<file path="config.mk">
export PLATFORM = sky130hd
export DESIGN_NAME = meter_ctrl
export DESIGN_NICKNAME = d
export VERILOG_FILES = /design/src/rtl/meter_pkg.sv /design/src/rtl/meter_blink.sv /design/src/rtl/meter_ctrl.sv
export SDC_FILE = /design/constraint.sdc
export NUM_CORES = 1
export LEC_CHECK = 0
export CORE_ASPECT_RATIO = 1.4
export CORE_MARGIN = 2
export CORE_UTILIZATION = 55
export DETAILED_ROUTE_END_ITERATION = 16
export PLACE_DENSITY_LB_ADDON = 0.08
export SYNTH_ARGS = -nofsm -noshare
export SYNTH_HDL_FRONTEND = slang
export SYNTH_HIERARCHICAL = 1
export SYNTH_SLANG_ARGS = --single-unit
</file>
<file path="constraint.sdc">
create_clock -name clk -period 6 [get_ports clk]
set_input_delay 1.2 -clock clk [delete_from_list [all_inputs] [get_ports clk]]
set_output_delay 1.2 -clock clk [all_outputs]
set_load 0.03 [all_outputs]
</file>
<file path="src/rtl/meter_pkg.sv">
// +------------------------------------------------------------------+
// | meter_pkg : shared mode encoding, increments and preset values   |
// | Revision  : 1.0                                                  |
// +------------------------------------------------------------------+
`default_nettype none

package meter_pkg;

  typedef enum logic [1:0] {
    MODE_IDLE       = 2'd0,
    MODE_STEADY     = 2'd1,
    MODE_BLINK_SLOW = 2'd2,
    MODE_BLINK_FAST = 2'd3
  } mode_t;

  typedef enum logic [1:0] {
    BCD_IDLE = 2'd0,
    BCD_REQ  = 2'd1,
    BCD_DROP = 2'd2
  } bcd_state_t;

  localparam logic [15:0] c_inc_0    = 16'd50;
  localparam logic [15:0] c_inc_1    = 16'd150;
  localparam logic [15:0] c_inc_2    = 16'd200;
  localparam logic [15:0] c_inc_3    = 16'd500;
  localparam logic [15:0] c_preset_0 = 16'd10;
  localparam logic [15:0] c_preset_1 = 16'd205;

  function automatic logic [15:0] inc_of(input logic [1:0] idx);
    case (idx)
      2'd0:    return c_inc_0;
      2'd1:    return c_inc_1;
      2'd2:    return c_inc_2;
      default: return c_inc_3;
    endcase
  endfunction

  function automatic mode_t mode_of(input logic [15:0] t, input logic [15:0] low);
    if (t == 16'd0)  return MODE_BLINK_SLOW;
    else if (t <= low) return MODE_BLINK_FAST;
    else             return MODE_STEADY;
  endfunction

endpackage

`default_nettype wire

</file>
<file path="src/rtl/meter_blink.sv">
// +------------------------------------------------------------------+
// | meter_blink : display blank generator driven by the 2 Hz strobe  |
// | Revision    : 1.0                                                |
// +------------------------------------------------------------------+
`default_nettype none

module meter_blink
  import meter_pkg::*;
(
  input  logic       clk,
  input  logic       rst_n,
  input  logic [1:0] mode,
  input  logic       tick_2hz,
  output logic       blank
);

  logic r_phase;
  logic r_blank;

  // Slow blink halves the strobe rate through r_phase; fast blink toggles on every strobe.
  always_ff @(posedge clk or negedge rst_n) begin
    if (!rst_n) begin
      r_phase <= 1'b0;
      r_blank <= 1'b0;
    end else begin
      case (mode_t'(mode))
        MODE_BLINK_FAST: begin
          if (tick_2hz) r_blank <= ~r_blank;
        end
        MODE_BLINK_SLOW: begin
          if (tick_2hz) begin
            r_phase <= ~r_phase;
            if (r_phase) r_blank <= ~r_blank;
          end
        end
        default: begin
          r_phase <= 1'b0;
          r_blank <= 1'b0;
        end
      endcase
    end
  end

  assign blank = r_blank;

endmodule

`default_nettype wire

</file>
<file path="src/rtl/meter_ctrl.sv">
// +------------------------------------------------------------------+
// | meter_ctrl : parking-meter time keeper with BCD handshake        |
// | Option     : METER_QUEUE_EN enables pending-flag add queue       |
// | Revision   : 1.0                                                 |
// +------------------------------------------------------------------+
`default_nettype none

module meter_ctrl
  import meter_pkg::*;
#(
  parameter int MAX_TIME   = 9999,
  parameter int LOW_THRESH = 200
) (
  input  logic        clk,
  input  logic        rst_n,
  input  logic [3:0]  add_req,
  input  logic [1:0]  preset_sw,
  input  logic        tick_1hz,
  input  logic        tick_2hz,
  output logic [15:0] times,
  output logic [1:0]  mode,
  output logic        blank,
  output logic        bcd_req,
  output logic [15:0] bcd_val,
  input  logic        bcd_ack
);

  localparam logic [15:0] c_max   = 16'(MAX_TIME);
  localparam logic [16:0] c_max17 = 17'(MAX_TIME);
  localparam logic [15:0] c_low   = 16'(LOW_THRESH);

  logic [1:0]  r_preset_d;
  logic [1:0]  w_rise;
  logic        w_preset;
  logic [3:0]  w_cand;
  logic        w_hit;
  logic [1:0]  w_idx;
  logic [16:0] w_sum;
  logic [15:0] w_t_add;
  logic [15:0] w_t_nxt;
  logic        w_load;
  logic [15:0] r_times;
  logic [15:0] r_times_d;
  logic        r_started;
  mode_t       r_mode;
  logic        w_chg;
  bcd_state_t  r_bcd;
  bcd_state_t  w_bcd_nxt;
  logic        r_dirty;
  logic        w_dirty_nxt;
  logic        w_snap;
  logic [15:0] r_bcd_val;

  assign w_rise   = preset_sw & ~r_preset_d;
  assign w_preset = |w_rise;

`ifdef METER_QUEUE_EN
  logic [3:0] r_pend;

  assign w_cand = r_pend | add_req;

  always_ff @(posedge clk or negedge rst_n) begin
    if (!rst_n)        r_pend <= 4'd0;
    else if (w_preset) r_pend <= 4'd0;
    else               r_pend <= w_cand & ~(4'd1 << w_idx);
  end
`else
  assign w_cand = add_req;
`endif

  always_comb begin
    w_hit = 1'b0;
    w_idx = 2'd0;
    for (int i = 3; i >= 0; i--) begin
      if (w_cand[i]) begin
        w_hit = 1'b1;
        w_idx = 2'(i);
      end
    end
  end

  // Add or preset first, then the countdown acts on that result in the same cycle.
  always_comb begin
    w_sum  = {1'b0, r_times} + {1'b0, inc_of(w_idx)};
    w_load = 1'b1;
    if (w_rise[0])      w_t_add = c_preset_0;
    else if (w_rise[1]) w_t_add = c_preset_1;
    else if (w_hit)     w_t_add = (w_sum > c_max17) ? c_max : w_sum[15:0];
    else begin
      w_t_add = r_times;
      w_load  = 1'b0;
    end
    w_t_nxt = w_t_add;
    if (tick_1hz && (w_t_add != 16'd0)) begin
      if ((w_t_add > c_low) || w_t_add[0]) w_t_nxt = w_t_add - 16'd1;
      else                                 w_t_nxt = w_t_add - 16'd2;
    end
  end

  always_ff @(posedge clk or negedge rst_n) begin
    if (!rst_n) begin
      r_times    <= 16'd0;
      r_times_d  <= 16'd0;
      r_preset_d <= 2'd0;
      r_started  <= 1'b0;
      r_mode     <= MODE_IDLE;
    end else begin
      r_times    <= w_t_nxt;
      r_times_d  <= r_times;
      r_preset_d <= preset_sw;
      r_started  <= r_started | w_load;
      r_mode     <= r_started ? mode_of(r_times, c_low) : MODE_IDLE;
    end
  end

  assign w_chg = (r_times != r_times_d);

  always_ff @(posedge clk or negedge rst_n) begin
    if (!rst_n) begin
      r_bcd     <= BCD_IDLE;
      r_dirty   <= 1'b0;
      r_bcd_val <= 16'd0;
    end else begin
      r_bcd   <= w_bcd_nxt;
      r_dirty <= w_dirty_nxt;
      if (w_snap) r_bcd_val <= r_times;
    end
  end

  // Changes seen while a request is open are remembered and re-sent after the drop cycle.
  always_comb begin
    w_bcd_nxt   = r_bcd;
    w_dirty_nxt = r_dirty;
    w_snap      = 1'b0;
    case (r_bcd)
      BCD_IDLE: begin
        if (w_chg) begin
          w_bcd_nxt = BCD_REQ;
          w_snap    = 1'b1;
        end
      end
      BCD_REQ: begin
        w_dirty_nxt = r_dirty | w_chg;
        if (bcd_ack) w_bcd_nxt = BCD_DROP;
      end
      BCD_DROP: begin
        if (r_dirty || w_chg) begin
          w_bcd_nxt   = BCD_REQ;
          w_snap      = 1'b1;
          w_dirty_nxt = 1'b0;
        end else begin
          w_bcd_nxt = BCD_IDLE;
        end
      end
      default: begin
        w_bcd_nxt   = BCD_IDLE;
        w_dirty_nxt = 1'b0;
      end
    endcase
  end

  meter_blink u_blink (
    .clk      (clk),
    .rst_n    (rst_n),
    .mode     (r_mode),
    .tick_2hz (tick_2hz),
    .blank    (blank)
  );

  assign times   = r_times;
  assign mode    = r_mode;
  assign bcd_req = (r_bcd == BCD_REQ);
  assign bcd_val = r_bcd_val;

endmodule

`default_nettype wire
</file>
# Word level (Yosys, flattened, before mapping)
# Index checks and enable logic that the tools add are counted.
# Widths: inputs -> output; s select.
# classes
addsub	3
order_cmp	3
n_bitwise	8
n_eq_ne	13
muxes	36
reduce_logical	11
# ops
op	n
$mux 16	6
$pmux 9 s3	1
$mux 2	9
$add 16x16->17	1
$gt 17x14->1 const B	1
$gt 16x8->1 const B	1
$le 16x8->1 const B	1
$logic_not 16->1	1
$ne 16x16->1	1
$reduce_bool 16->1	1
$sub 16x1->16 const B	1
$sub 16x2->16 const B	1
$mux 1	15
$eq 2x2->1 const B	4
$ne 2x2->1 const B	4
$pmux 1 s2	3
$pmux 2 s3	1
$reduce_and 2->1	3
$eq 2x1->1 const B	2
$logic_not 2->1	2
$ne 2x1->1 const B	2
$not 1->1	4
$pmux 1 s3	1
$reduce_and 3->1	1
other kinds (5)	7
# totals
register_bits	58
input_bits	11
output_inout_bits	36
elab_cells	84

# Depth between registers and ports, before layout
# depth
depth_word	16
depth_mapped	29
depth_no_buf	28

# Modules after synthesis
# Netlist, hierarchy kept.
# by_module_without_submodules
module	seq_area_each_um2	cells_per_inst	instances	area_per_inst_um2
meter_ctrl	1401.3	435	1	4010.1
meter_blink	50.0	8	1	95.1

# Worst setup path before layout
# No wires, ideal clock.
# synth_path
path_kind	input port to flip-flop
from	input port add_req[3]
to	register r_times[6], in the netlist times[6]
cell_stages	25
arrival_ns	5.994
t_required_ns	5.919
path_slack_ns	-0.074
cell_sequence	nor2b_1 -> o21ba_2 -> ha_1 -> or2_2 -> ha_1 -> a21o_1 -> a21o_1 -> or3_1 -> o22a_1 -> o32ai_1 -> o211a_4 -> buf_6 -> nor4b_4 -> o21ai_2 -> inv_1 -> ha_1 -> nand2_1 -> nor2_1 -> o21a_1 -> nor3_1 -> a32oi_1 -> o21ai_0 -> or3_1 -> a211oi_1 -> xnor2_1
# synth_via
elab_chain_cells	16
# synth_rtl
element	line_no	rtl
start, declared	meter_ctrl.sv:16	input logic [3:0] add_req,
$mux 2 (4 in series)	meter_ctrl.sv:75	if (w_cand[i]) begin
$eq 2x2->1 (tied with other cells)	meter_pkg.sv:30	case (idx)
$pmux 9 s3	meter_pkg.sv:30	
$add 16x16->17	meter_ctrl.sv:84	w_sum = {1'b0, r_times} + {1'b0, inc_of(w_idx)};
$gt 17x14->1	meter_ctrl.sv:88	else if (w_hit) w_t_add = (w_sum > c_max17) ? c_max : w_sum[15:0];
$mux 16	meter_ctrl.sv:88	
$mux 16 *	meter_ctrl.sv:88	
$mux 16 *	meter_ctrl.sv:87	else if (w_rise[1]) w_t_add = c_preset_1;
$mux 16 *	meter_ctrl.sv:86	if (w_rise[0]) w_t_add = c_preset_0;
$gt 16x8->1	meter_ctrl.sv:95	if ((w_t_add > c_low) || w_t_add[0]) w_t_nxt = w_t_add - 16'd1;
$logic_or 1x1->1	meter_ctrl.sv:95	
$mux 16	meter_ctrl.sv:95	
$mux 16 *	meter_ctrl.sv:94	if (tick_1hz && (w_t_add != 16'd0)) begin
named net w_t_nxt[6]	meter_ctrl.sv:40	logic [15:0] w_t_nxt;
end signal, assigned	meter_ctrl.sv:108	r_times <= w_t_nxt;
end, declared	meter_ctrl.sv:42	logic [15:0] r_times;
# The timed path passes the listed nets; every way through them passes the cells marked *.
# A chain may end at the register's enable or synchronous reset.

# Worst setup path after layout
# layout_path
from	input port add_req[2]
to	register r_times[14], in the netlist times[14]
# layout_via
elab_chain_cells	15
# layout_rtl
element	line_no
$mux 2 (3 in series)	meter_ctrl.sv:75
$eq 2x2->1 (tied with other cells)	meter_pkg.sv:30
$pmux 9 s3	meter_pkg.sv:30
$add 16x16->17	meter_ctrl.sv:84
$gt 17x14->1	meter_ctrl.sv:88
$mux 16	meter_ctrl.sv:88
$mux 16 *	meter_ctrl.sv:88
$mux 16 *	meter_ctrl.sv:87
$mux 16 *	meter_ctrl.sv:86
$gt 16x8->1	meter_ctrl.sv:95
$logic_or 1x1->1	meter_ctrl.sv:95
$mux 16	meter_ctrl.sv:95
$mux 16 *	meter_ctrl.sv:94
named net w_t_nxt[14]	meter_ctrl.sv:40
# Marks and branches as above.

==> results.sh <==
export IMPL_cts_tree="done"
export IMPL_hold_viol=0
export IMPL_clk_pin_slew_ns=0.07
export IMPL_dp_slack_ns=-0.597
export IMPL_placed_area_um2=5180
export IMPL_fp_dieH_um=106
export IMPL_area_delta_synth_final_pct=38.4
export IMPL_slowest_delay_ns=0.50
export IMPL_grt_pass1_wl_um=20300
export IMPL_grt_max_degree=59
export IMPL_finalSetupViolCount=0
export IMPL_grtUsageMet2_pct=57.8
export IMPL_power_density_nw_per_um2=526
export IMPL_switchingPower_mw=1.33
export IMPL_maxSlewViolCount=0
export IMPL_design_area_um2=5680
export IMPL_grtUsageMet3_pct=6.45
export IMPL_crit_required_ns=6.23
export IMPL_vias=3990
export IMPL_fin_crit_ns=5.83
export IMPL_worstMarginPinSlew_ns=1.00
export IMPL_grt_use_met1_pct=36.2
export IMPL_switching_share_pct=44.7
export IMPL_numCtsBuffers=9
export IMPL_syn_num_nets=470
export IMPL_firstDrtPassIters=4
export IMPL_synthCells=443
export IMPL_layout_nets=598
export IMPL_clockBufferDepth=2
export IMPL_synth_cell_type_count=76
export IMPL_ios=47
export IMPL_clock_skew_ns=0.00569
export IMPL_synth_ff_type="dfrtp_1"
export IMPL_synthesis_area_um2=4110
export IMPL_yosysSeqAreaShare_pct=35.4
export IMPL_critPathArrivalTime_ns=6.06
export IMPL_clk_latency_ns=0.34
export IMPL_crit_fanout=3
export IMPL_rows=37
export IMPL_cp_end_kind="register"
export IMPL_synth_avg_cell_area_um2=9.27
export IMPL_clock_sinks=58
export IMPL_stdcell_count=672
export IMPL_routedWlPerCell_um=19.4
export IMPL_fin_total_pwr_mw=2.99
export IMPL_hold_path_class="register to register"
export IMPL_status="finished, final reports clean"
export IMPL_synth_seq_cells=58
export IMPL_die_w_um=77.0
export IMPL_p_seq_share_pct=23.7
export IMPL_vias_per_cell=5.94
export IMPL_grt_overflow=0
export IMPL_layout_drive_gt1_share_pct=32.9
export IMPL_top_usage_layer="met2"
export IMPL_synth_edf_count=0
export IMPL_internal_power_mw=1.65
export IMPL_drv_cap=0
export IMPL_grt_pass1_vias=4073
export IMPL_clock_power_share_pct=13.2
export IMPL_htreeDepth=3
export IMPL_slowest_stage="or4b_4"
export IMPL_yosys_warnings=6
export IMPL_holdBufCountCts=0
export IMPL_core_um2=7310
export IMPL_vdd_drop_max_uv=402
export IMPL_max_freq_mhz=172
export IMPL_root_buffer="clkbuf_8"
export IMPL_antenna_found_initial=0
export IMPL_drc=0
export IMPL_track_usage_pct=32.7
export IMPL_setup_ws_ns=0.172
export IMPL_finalCritPeriodShare_pct=97.1
export IMPL_async_reset_ff_share_pct=100
export IMPL_p_leak_nw=2.47
export IMPL_place_port_buffers=46
export IMPL_cp_start_kind="input pin"
export IMPL_die_area_um2=8180
export IMPL_comb_power_share_pct=63.1
export IMPL_drt_first_iter_violations=340
export IMPL_slew_limit_headroom_pct=32.5
export IMPL_num_antenna_cells=0
export IMPL_gp_congestion=0.896
export IMPL_worstSetupPathType="input pin to register"
export IMPL_drtAntennaViolNets=0
export IMPL_dp_cells=643
export IMPL_start_util_pct=56.1
export IMPL_hpwl_um=9520
export IMPL_totalWireLength_um=13000
export IMPL_fin_hold_ws_ns=0.466
cells by family after synthesis:
family                   Yosys count  share of synthesized area [%]
AND/OR/NAND/NOR                  156                           20.9
AO/OA/AOI/OAI                    119                           21.5
flip-flops                        58                           35.4
buffers and inverters             39                           4.21
XOR/XNOR                          36                           7.86
multiplexers                      19                           5.12
adder cells (fa/ha/maj)           16                           5.06
worst paths after layout:
kind	end	slack [ns]	depth (start not counted)	startpoint
worst max-delay path	times[14]	0.17	29	add_req[2]
worst min-delay path	r_dirty	0.47	1	r_bcd[1]
worst max register to register	times[14]	1.32	22	times[1]
worst min register to register	r_dirty	0.47	1	r_bcd[1]
max in group asynchronous	bcd_val[14]	4.51	2	rst_n
min in group asynchronous	times[4]	1.00	2	rst_n
timing repair:
| action | 4_1_cts | 5_1_grt |
|---|---|---|
| cloned | 0 | 0 |
| pin swaps | 17 | 25 |
| setup buffers | 9 | 6 |
| setup endpoints to repair | 8 | 11 |
| gates resized for setup | 19 | 26 |
flip-flops by register name (all words and copies together), names as in the netlist:
register and cells:
bcd_val 16, r_times_d 16, r_preset_d 2, r_bcd 2
u_blink/r_phase 1, r_dirty 1, r_started 1, u_blink/blank 1
times 16, mode 2
cells in the final DEF, fill, tap and decap left out, drive strengths merged, types with 3 or more instances in the layout:
cell type and n:
mux2 16, a21boi 3, a21oi 25, mux2i 3, nand2 33, ha 15, o21ai 26, and3 4
or3 4, nor2b 8, dfrtp 58, nand2b 9, and2 5, xor2 7, o2bb2ai 3, clkinv 3
nor2 40, a41oi 3, o21a 7, clkdlybuf4s50 41, o211ai 7, and4 3, a211oi 8, or2 5
buf 91, nand4 10, clkbuf 11, nand3 13, nor4 5, nor3 8, xnor2 29, a21o 7
inv 20, o31ai 4, a31oi 3
synth_stat cells (4+ instances only):
cell	instances	share of area (%)
a211oi_1	8	1.5
a21o_1	7	1.3
a21oi_1	24	2.9
and2_1	5	0.76
and3_1	4	0.61
clkbuf_1	13	1.2
dfrtp_1	58	35
ha_1	15	4.6
inv_1	20	1.8
mux2_2	16	4.4
nand2_1	33	3.0
nand2b_1	8	1.2
nand3_1	12	1.5
nand4_1	9	1.4
nor2_1	40	3.7
nor2b_1	8	1.2
nor3_1	7	0.85
nor4_1	5	0.76
o211ai_1	4	0.73
o21a_1	4	0.73
o21ai_0	18	2.2
o21ai_2	5	1.1
or2_2	4	0.61
or3_1	4	0.61
xnor2_1	28	6.0
xor2_1	7	1.5
layout make-up:
cell class | instances | area [µm²]
clock buffers | 10 | 138
clock inverters | 5 | 78.8
well taps | 97 | 121
multi-input cells | 346 | 2680
inverters | 20 | 77.6
repair buffers | 136 | 1130
flip-flops and latches | 58 | 1450
fillers | 544 | 1630
worst max-delay path: cells and delay by family:
family                   cells  cell delay [ns]
XOR/XNOR                     1             0.15
adder cells (fa/ha/maj)      4             0.82
AO/OA/AOI/OAI                9             1.61
multiplexers                 1             0.13
AND/OR/NAND/NOR              9             1.60
buffers and inverters        5             0.54
per-stage QoR:
step                TNS [ns]  util [%]
CTS                        0      75.4
global route         -0.0999      77.7
global placement       -2.96      70.9
finish                     0      77.7
detailed placement     -5.07      70.9
floorplan                  0         -
power groups by stage:
stage	Sequential [mW]	Clock (mW)	Combinational (mW)
global route	0.721	0.420	2.02
floorplan	0.773	0	0.914
detailed placement	0.706	0	1.70
global placement	0.698	0	1.66
CTS	0.698	0.402	1.76
finish	0.707	0.395	1.89
layer usage:
layer | up-vias | part of all wire (%)
li1 | 1860 | -
met1 | 1917 | 36
met2 | 161 | 51
met3 | 52 | 6.4
met4 | 0 | 5.9
met5 | - | 0
(Power assumes the default switching activity.)
==> variant 1, RTL diff (config.mk and constraints unchanged) <==
Add a define of `METER_QUEUE_EN`.
--- a/src/rtl/meter_ctrl.sv
+++ b/src/rtl/meter_ctrl.sv
@@ -4,6 +4,8 @@
 // | Revision   : 1.0                                                 |
 // +------------------------------------------------------------------+
 `default_nettype none
+
+`define METER_QUEUE_EN
 
 module meter_ctrl
   import meter_pkg::*;
Behaviour: not the same (Yosys sat finds a counterexample within 4 cycles, from zero or initial values and one cycle with rst_n low).
==> variant 1 against the unedited design <==
- wire length shrank 3.6%
- cell area hardly changed
- area after synthesis down 2.3%
- register-to-register slack worse by 0.74 ns
- maximum frequency shrank 1.2%
- setup slack lost 0.071 ns
- sequential cell count is 4 higher
- synthesized cell count fell by 5.6%
- critical endpoint is now times[12]
- total power shrank 0.14%
- hold slack worse by 0.0037 ns
==> variant 1: results (changes against the unedited design) <==
| Metric | Value |
|---|---|
| Grt met2 use | 56.6% (-1.2 points) |
| Final Cell Area | 5690 sq um (about the same) |
| Status | finished clean |
| WL met3 | 621 um (-26%) |
| Clk_lat worst skew | 0.36 ns (+0.02 ns) |
| Synth Net Count | 446 (-5.1%) |
| First-pass GRT wire length | 19000 um (-6.5%) |
| Layout filler cell count | 456 (-16%) |
| Largest cells by area after synthesis | dfrtp_1, xnor2_1, ha_1, mux2_2, nand2_1 |
| Largest net degree at the start of global routing | 63 (+6.8%) |
| Clock skew | 0.00858 ns (+0.00289 ns) |
| Relative slew slack | 41.1% (+8.6 points) |
| Post-synthesis xor/xnor area fraction | 9.35% (+1.5 points) |
| Compound-Gate Fraction of Synth Area | 19.0% (-2.5 points) |
| Hold WS | 0.462 ns (-0.00367 ns) |
| Met3 Use GR | 5.70% (-0.75 points) |
| Pre-CTS setup slack | -0.665 ns (-0.0682 ns) |
| WP data arrival | 6.14 ns (+0.08 ns) |
| GRT Util Overall | 30.4% (-2.3 points) |
| Worst Reg-to-Reg Cells | 27 (+23%) |
| Nets | 584 (-2.3%) |
| Register-to-register setup slack | 0.58 ns (-0.74 ns) |
| Vias in the first global route | 3959 (-2.8%) |
| Detailed Place HPWL | 8420 um (-12%) |
| Drt first pass iters | 6 (+2) |
variant 1: changes by cell type after synthesis, sizes merged, moves of 5 or more:
cell	delta
nor2	-8
a21oi	-7
nor3	+12
a31oi	+5
xnor2	+7
a211oi	-5
o21a	-6
nand3	-6
nand2b	-7
variant 1: worst register-to-register path, cell delays in order (launching register included):
cell and delay [ns]:
dfrtp_1 0.44, nor2_4 0.05, o31ai_2 0.27, and2_4 0.26, inv_4 0.06, buf_4 0.13, ha_1 0.24, buf_4 0.15
inv_1 0.05, ha_1 0.24, buf_4 0.17, a31oi_1 0.26, a21oi_1 0.18, o21ai_0 0.33, xnor2_1 0.16, nand4_1 0.20
buf_4 0.22, o211a_4 0.27, o21ai_4 0.16, nand2_2 0.11, ha_4 0.20, a32o_1 0.21, a21oi_2 0.17, o211ai_1 0.19
a21boi_2 0.27, buf_4 0.15, o21a_1 0.11, o21ai_1 0.05
variant 1: cell type report:
type	instances	area share, %
clock buffer	12	2.90
clock inverter	3	0.748
inverter	17	1.17
multi-input combinational	322	44.8
sequential	62	27.3
tap	95	2.09
timing repair buffer	144	21.0
variant 1: timing repair:
item / 4_1_cts / 5_1_grt
setup buffers: 11 / 5
pin swaps: 16 / 30
endpoints found under the setup margin: 12 / 16
gates resized for setup: 19 / 47
variant 1: cell families after synthesis:
logic type               after synthesis
AND/OR/NAND/NOR                      140
flip-flops                            62
adder cells (fa/ha/maj)               17
XOR/XNOR                              42
buffers and inverters                 34
AO/OA/AOI/OAI                        100
multiplexers                          23
variant 1: power by group:
part / switching, uW / internal (uW) / total (uW)
combinational: 966 / 914 / 1880
clock: 164 / 223 / 387
sequential: 175 / 544 / 718
total: 1300 / 1680 / 2980
==> variant 2, RTL diff (same settings) <==
Made on the original files. Encoding of `bcd_state_t`: now one-hot (3 bits for 3 states).
--- a/src/rtl/meter_pkg.sv
+++ b/src/rtl/meter_pkg.sv
@@ -13,10 +13,10 @@
     MODE_BLINK_FAST = 2'd3
   } mode_t;
 
-  typedef enum logic [1:0] {
-    BCD_IDLE = 2'd0,
-    BCD_REQ  = 2'd1,
-    BCD_DROP = 2'd2
+  typedef enum logic [2:0] {
+    BCD_IDLE = 3'b001,
+    BCD_REQ  = 3'b010,
+    BCD_DROP = 3'b100
   } bcd_state_t;
 
   localparam logic [15:0] c_inc_0    = 16'd50;
Check against the original RTL: no difference found for any inputs over 4 cycles, from zero or initial values and one cycle with rst_n low; so few cycles prove little.
==> variant 2 against the unedited design <==
- core utilization up 1.6 points
- area after synthesis decreased by 5.8%
- critical path type unchanged
- setup slack lost 0.13 ns
- total power decreased by 6.6%
- non-clock buffer count unchanged
- wire length is 11% lower
- sequential cell count rose by 1
- cell area is 3.8% lower
- count of clock-buffer cells in the layout fell by 1
==> variant 2: results (changes against the unedited design) <==
| Metric | Value |
|---|---|
| Relative slew slack | 49.9% (+17 points) |
| Met1 Use GR | 35.4% (-0.79 points) |
| Synth warnings | 6 (unchanged) |
| Iter 0 DRT Violations | 354 (+4.1%) |
| Status | finished clean |
| Unique masters post-synth | 68 (-11%) |
| Met1 wire length | 4340 um (-8.6%) |
| WP data arrival | 6.22 ns (+0.16 ns) |
| Hold crit path type | reg -> reg |
| Routability Congestion | 0.941 (+5.0%) |
| Nets | 567 (-5.2%) |
| First-pass GRT wire length | 17700 um (-13%) |
| Vias per cell | 6.01 (+1.2%) |
| Top FF cell, synth | dfrtp_1 |
| Layout filler cell count | 470 (-14%) |
| Post-Place Cell Area | 4940 sq um (-4.8%) |
| GRT Max-Usage Layer | met2 |
| Largest cells by area after synthesis | dfrtp_1, xor2_1, mux2_2, ha_1, xnor2_1 |
| Vias | 3845 (-3.6%) |
| GRT Util Overall | 30.5% (-2.2 points) |
| Grt met2 use | 53.4% (-4.4 points) |
| Met3 Use GR | 5.43% (-1.0 points) |
| # placed instances | 606 (-5.8%) |
| Crit-path leading delay family | buffers and inverters |
| WL met3 | 688 um (-18%) |
| Pre-CTS setup slack | -0.605 ns (-0.00812 ns) |
| Layout cells sized above 1 | 30.1% (-2.8 points) |
| Syn avg cell area | 9.48 sq um (+2.3%) |
| Drt first pass iters | 6 (+2) |
| Pleak | 0.00243 uW (-1.7%) |
| Clock skew | 0.0144 ns (+0.00873 ns) |
| Largest net degree at the start of global routing | 60 (+1.7%) |
| Sequential area share after synthesis | 38.2% (+2.8 points) |
| Max rail drop VDD | 0.000354 V (-12%) |
| CP max-delay cell | fa_2 |
| Vias in the first global route | 3703 (-9.1%) |
| Wire per inst | 18.2 um (-6.2%) |
| Routed wl met2 | 6150 um (-7.8%) |
| Synth Net Count | 435 (-7.4%) |
| Slowest stage delay, CP | 0.33 ns (-0.17 ns) |
| Top post-synthesis cells by count | dfrtp_1, nand2_1, nor2_1 |
-- variant 2: changes by cell type after synthesis, sizes merged, moves of 4 or more --
cell / unedited run / this run
xor2: 7 / 25
nor2: 40 / 25
xnor2: 29 / 15
a21oi: 25 / 17
o21ai: 26 / 19
o211ai: 7 / 2
a2111oi: 0 / 4
nor4: 5 / 9
o21a: 7 / 3
-- variant 2: layout make-up --
type,count,area [sq um],share of cell area [%]
Multi-Input combinational cell,316,2470,45.1
Sequential cell,59,1480,27.0
Timing Repair Buffer,136,1130,20.8
Clock buffer,9,124,2.27
Tap cell,95,119,2.17
Clock inverter,7,76.3,1.40
Inverter,18,67.6,1.24
-- variant 2: cell families after synthesis --
logic type / count (synthesis) / synth area share (%)
AND/OR/NAND/NOR: 145 / 19.8
flip-flops: 59 / 38.2
adder cells (fa/ha/maj): 16 / 5.37
AO/OA/AOI/OAI: 96 / 18.5
XOR/XNOR: 40 / 9.25
multiplexers: 19 / 5.47
buffers and inverters: 33 / 3.36
-- variant 2: what timing repair did --
item,in CTS,in global routing
buffers inserted,15,3
setup endpoints to repair,6,14
pin swaps,17,14
resized for setup,25,18
-- variant 2: final timing paths --
| kind | startpoint | cells past startpoint | endpoint | slack [ns] |
|---|---|---|---|---|
| worst max-delay path | add_req[2] | 32 | times[11] | 0.04 |
| worst min-delay path | mode[1] | 1 | u_blink/r_phase | 0.50 |
| worst max register to register | times[7] | 23 | times[11] | 1.20 |
| worst min register to register | mode[1] | 1 | u_blink/r_phase | 0.50 |
| max in group asynchronous | rst_n | 2 | r_preset_d[0] | 4.52 |
| min in group asynchronous | rst_n | 2 | bcd_val[4] | 0.98 |
-- variant 2: report_power, final --
group,total [uW],switching [uW],internal (uW)
Combinational,1710,875,832
Clock,370,176,194
Sequential,715,190,525
